[config.mk]
export PLATFORM = sky130hd
export DESIGN_NAME = multiplexor_display
export DESIGN_NICKNAME = d
export VERILOG_FILES = /design/src/rtl/multiplexor_display.sv
export SDC_FILE = /design/constraint.sdc
export NUM_CORES = 1
export LEC_CHECK = 0
export BUFFER_PORTS_ARGS = -buffer_cell sky130_fd_sc_hd__buf_2
export CORE_MARGIN = 2
export CORE_UTILIZATION = 62
export CTS_BUF_LIST = sky130_fd_sc_hd__clkbuf_8 sky130_fd_sc_hd__clkbuf_16
export DETAILED_ROUTE_END_ITERATION = 12
export HOLD_SLACK_MARGIN = 0.06
export PLACE_DENSITY = 0.84
export SLEW_MARGIN = 30
export SYNTH_ARGS = -nofsm -noshare
export SYNTH_HDL_FRONTEND = slang
export SYNTH_SLANG_ARGS = --single-unit
[constraint.sdc]
create_clock -name clk -period 4 [get_ports clk]
set_input_delay 0.6 -clock clk [delete_from_list [all_inputs] [get_ports clk]]
set_output_delay 0.6 -clock clk [all_outputs]
set_load 0.01 [all_outputs]
[src/rtl/multiplexor_display.sv]
// multiplexor_display
//   Time-multiplexed scan controller for an N-digit common-anode 7-segment
//   display. Latches an N-nibble hex value into shadow registers, scans the
//   digits at a programmable rate and drives one 5-bit decoder code per slot
//   together with the matching active-low anode enable.
//
//   Optional feature macro: MULTIPLEXOR_BLANCO_CEROS_EN (leading-zero blanking)
//
// Parameters
//   N_DIGITOS    number of digits scanned (2..8)
//   DIV_REFRESCO clock cycles each digit slot lasts (>= 4)
//   BLANQUEO     dark cycles at the start of every slot (< DIV_REFRESCO)
//
// Ports
//   clk        system clock
//   rst_n      asynchronous active-low reset
//   valor      hex nibbles, nibble 0 = rightmost digit
//   cargar     single-cycle strobe latching valor/error into the shadows
//   error      latched with cargar; when set every digit shows a dash (17)
//   habilitar  scan enable; low = display dark and scan frozen
//   hex        digit code to the decoder (0-15 hex, 16 blank, 17 dash)
//   anodos     active-low digit enables, at most one low
//   digito     index of the digit currently addressed
module multiplexor_display #(
  parameter int N_DIGITOS    = 4,
  parameter int DIV_REFRESCO = 50000,
  parameter int BLANQUEO     = 2,
  localparam int DW          = $clog2(N_DIGITOS),
  localparam int CW          = $clog2(DIV_REFRESCO)
) (
  input  logic                   clk,
  input  logic                   rst_n,
  input  logic [4*N_DIGITOS-1:0] valor,
  input  logic                   cargar,
  input  logic                   error,
  input  logic                   habilitar,
  output logic [4:0]             hex,
  output logic [N_DIGITOS-1:0]   anodos,
  output logic [DW-1:0]          digito
);

  localparam logic [4:0] COD_BLANCO = 5'd16;
  localparam logic [4:0] COD_GUION  = 5'd17;

  typedef enum logic {
    APAGADO,
    ENCENDIDO
  } fase_t;

  logic [4*N_DIGITOS-1:0] r_sombra;
  logic                   r_err;
  logic [CW-1:0]          r_cnt;
  logic [4:0]             r_codigo;   // code of the current slot, kept while disabled

  logic                   w_cnt_fin;
  logic [CW-1:0]          w_cnt_sig;
  logic [DW-1:0]          w_dig_sig;
  logic [4:0]             w_codigo_sig;
  fase_t                  w_fase_sig;
  logic [N_DIGITOS-1:0]   w_anodo_on;

  // Decoder code for digit idx taken from the shadow registers.
  function automatic logic [4:0] f_codigo(input logic [DW-1:0]          idx,
                                          input logic [4*N_DIGITOS-1:0] s,
                                          input logic                   e);
    logic [3:0] nib;
    logic       blanco;
    nib    = '0;
    blanco = 1'b0;
    for (int unsigned k = 0; k < N_DIGITOS; k++) begin
      if (DW'(k) == idx) nib = s[4*k +: 4];
    end
`ifdef MULTIPLEXOR_BLANCO_CEROS_EN
    // Blank when this digit and every more significant one are zero;
    // digit 0 is never blanked so a zero value still shows "0".
    blanco = (idx != '0);
    for (int unsigned k = 1; k < N_DIGITOS; k++) begin
      if ((DW'(k) >= idx) && (s[4*k +: 4] != 4'd0)) blanco = 1'b0;
    end
`endif
    if (e)           return COD_GUION;
    else if (blanco) return COD_BLANCO;
    else             return {1'b0, nib};
  endfunction

  always_comb begin
    w_cnt_fin    = (r_cnt == CW'(DIV_REFRESCO - 1));
    w_cnt_sig    = w_cnt_fin ? '0 : r_cnt + 1'b1;
    w_dig_sig    = digito;
    if (w_cnt_fin) begin
      w_dig_sig = (digito == DW'(N_DIGITOS - 1)) ? '0 : digito + 1'b1;
    end
    // The code is chosen only at the digit advance so a cargar in mid-slot
    // never changes the digit already being shown.
    w_codigo_sig = w_cnt_fin ? f_codigo(w_dig_sig, r_sombra, r_err) : r_codigo;
    w_fase_sig   = (w_cnt_sig >= CW'(BLANQUEO)) ? ENCENDIDO : APAGADO;
    w_anodo_on   = ~(N_DIGITOS'(1) << w_dig_sig);
  end

  always_ff @(posedge clk or negedge rst_n) begin
    if (!rst_n) begin
      r_sombra <= '0;
      r_err    <= 1'b0;
      r_cnt    <= '0;
      digito   <= '0;
      r_codigo <= 5'd0;        // digit 0 of an all-zero shadow
      hex      <= COD_BLANCO;
      anodos   <= '1;
    end else begin
      if (cargar) begin
        r_sombra <= valor;
        r_err    <= error;
      end
      if (habilitar) begin
        r_cnt    <= w_cnt_sig;
        digito   <= w_dig_sig;
        r_codigo <= w_codigo_sig;
        hex      <= w_codigo_sig;
        anodos   <= (w_fase_sig == ENCENDIDO) ? w_anodo_on : '1;
      end else begin
        hex      <= COD_BLANCO;
        anodos   <= '1;
      end
    end
  end

endmodule

==> out/metrics.yaml <==
floorplan:
  core_area_um2: 3970
  die-area_um2: 4620
  rows: 23
  die_width_um: 68.0
  die_y_um: 68.0
  initial_utilization: 0.639
  io_pins: 32
final_layout:
  stdcell_area_um2: 2790
  final_nets: 283
  drive_gt1_frac: 0.295
  area_delta_synth_final_pct: 9.76
  final_cells: 311
  n_antenna_cell: 0
  utilization: 0.701
clocking:
  cts_sinks: 49
  clk_path_buf_depth: 2
  ctsResizeCount: 0
  cts_setup_buffers: 0
  clk_latency_ps: 300
  h-tree-depth: 2
  cts-buffers-inserted: 5
  postCtsHoldBufs: 0
  cts.clk_slew.worst_paths_ps: 90
  cts-root-buf: "clkbuf_8"
  cts_tree: "yes"
grt:
  grt_pass1_wl_um: 8500
  antenna_found_initial: 0
  grt_max_degree: 50
  grt-ovfl-total: 0
  grt.total_usage: 0.247
  grt_pass1_vias: 1741
placement:
  portBuffers: 31
  dp_cells: 303
  gp_congestion: 0.943
  dp.final_hpwl_um: 3530
  dpl_worst_slack_ps: 711
  place_area_um2: 2690
critical_path:
  end_kind: "flop"
  slowest_stage: "mux2i_1"
  path_delay_family: "simple AND/OR/NAND/NOR gates"
  cp.required_ps: 4240
  crit_fanout: 11
  path_common_cell: "mux2i_1"
  slowest_delay_ps: 750
  startpoint_type: "flop"
  path_cells: "or4_4 > nor4_4 > mux2i_1 > mux2i_1 > a2111oi_2 > a22o_1"
  crit_buf_inv: 0
  worstSetupPathType: "flop to flop"
  worstPathArrival_ps: 3600
route:
  vias_per_cell: 6.40
  wl_um: 5180
  ant_nets: 0
  drc: 0
  routed-via-count: 1989
  drt_iter0_drc: 219
  wl_per_cell_um: 16.6
  dr.pass1.iters: 5
sta:
  rsz0062_at_grt: "false"
  period_share: 0.840
  clock_skew_ps: 8.08
  timing.hold.ws_ps: 298
  fin_setup_tns_ps: 0
  slew_viol_final: 0
  final_hold_viol_count: 0
  slew_headroom: 0.444
  fmax_mhz: 297
  setup_viol: 0
  tightest_slew_ps: 811
  finalWorstSetupSlack_ps: 639
  layout_min_cycle_time_ps: 3360
yosys:
  synthFlopType: "dfrtp_1"
  synth-edff-count: 0
  async_reset_ff_frac: 1.00
  ys_warn_count: 0
  ys_seq_area_frac: 0.486
  postSynthAreaPerCell_um2: 10.7
  synth_cells: 237
  synth.top_cell.area_share: 0.434
  syn-num-nets: 260
  synth_cell_types: 50
  ys_seq_elements: 49
  synth_area_um2: 2540
  ys_top_cells_by_area: "dfrtp_1 43%, mux2_2 9.8%, dfstp_2 5.2%"
  yosys.area.top_type: "dfrtp_1"
outcome:
  status: "finished clean"
power:
  vdd_drop_max_mv: 0.229
  total_power_mw: 1.20
  p_per_area_nw_per_um2: 431
  p_leak_nw: 1.17
flow_run:
  drv_cap: 0
hold_path:
  min_path_type: "primary input to asynchronous set/reset pin"
## Yosys cell counts, drive strengths merged, types with 3 or more instances
library cell / number
clkbuf: 10
mux2: 24
nand2: 18
nor4: 5
o31ai: 5
dfstp: 5
nand3: 12
nand4: 4
nand2b: 3
a21oi: 7
buf: 6
o21ai: 18
xor2: 4
nor2b: 3
mux2i: 8
a31o: 3
xnor2: 7
inv: 3
a31oi: 3
nor3: 5
nor2: 12
dfrtp: 44
## where the power goes
part	total (mW)	switching [mW]	internal, mW
logic	0.243	0.123	0.120
clock network	0.290	0.166	0.124
registers	0.668	0.110	0.558
total	1.20	0.399	0.801
## path summary, 6_finish.rpt
check	startpoint	endpoint	slack, ps	depth (start not counted)
hold reg to reg	r_codigo[0]	r_codigo[0]	490	2
hold / removal	rst_n	r_err	300	1
setup / recovery	r_cnt[11]	r_codigo[1]	640	6
setup reg to reg	r_cnt[11]	r_codigo[1]	640	6
max in group asynchronous	rst_n	r_codigo[1]	3310	1
min in group clk	r_codigo[0]	r_codigo[0]	490	2
## state kept, by name (all words and copies together) (netlist names)
register	count
anodos	4
digito	2
hex	5
r_cnt	16
r_codigo	5
r_err	1
r_sombra	16
## cell type report
class                      instances  area, um^2
clock buffer                       5        68.8
clock inverter                     3        22.5
fill                             291        1190
inverter                           3        11.3
multi-input combinational        169        1220
sequential                        49        1230
tap                               50        62.6
timing repair buffer              32         165
## worst reg2reg max path, cell delays in order (launching register included)
cell       delay, ps
dfrtp_1          480
or4_4            580
nor4_4           620
mux2i_1          750
mux2i_1          210
a2111oi_2        450
a22o_1           190
## cells in the final DEF, fill, tap and decap left out, types with 7 or more instances in the layout
| cell type | instances |
|---|---|
| buf_2 | 30 |
| o21ai_0 | 14 |
| nand3_1 | 12 |
| mux2i_1 | 8 |
| nand2_1 | 18 |
| a21oi_1 | 7 |
| xnor2_1 | 7 |
| dfrtp_1 | 44 |
| mux2_2 | 22 |
| nor2_1 | 12 |
## kinds of logic (layout without fill, tap and decap cells)
logic type                 Yosys count  in the layout  synth area share
AOI/OAI and AO/OA                   52             52             0.140
xor gates and xnor gates            11             11            0.0380
adders and majority gates            2              2           0.00986
buffers and inverters               19             43            0.0325
DFF                                 49             49             0.486
muxes                               32             32             0.140
and+or+nand+nor                     72             72             0.155
## per-layer routing
layer,wire [um],GRT usage,vias to the layer above
met5,0,0,-
met1,2360,0.359,985
met4,99,0.103,0
li1,-,-,914
met2,2450,0.370,79
met3,272,0.0378,11
Note: power is estimated with default switching activity, not from simulation.
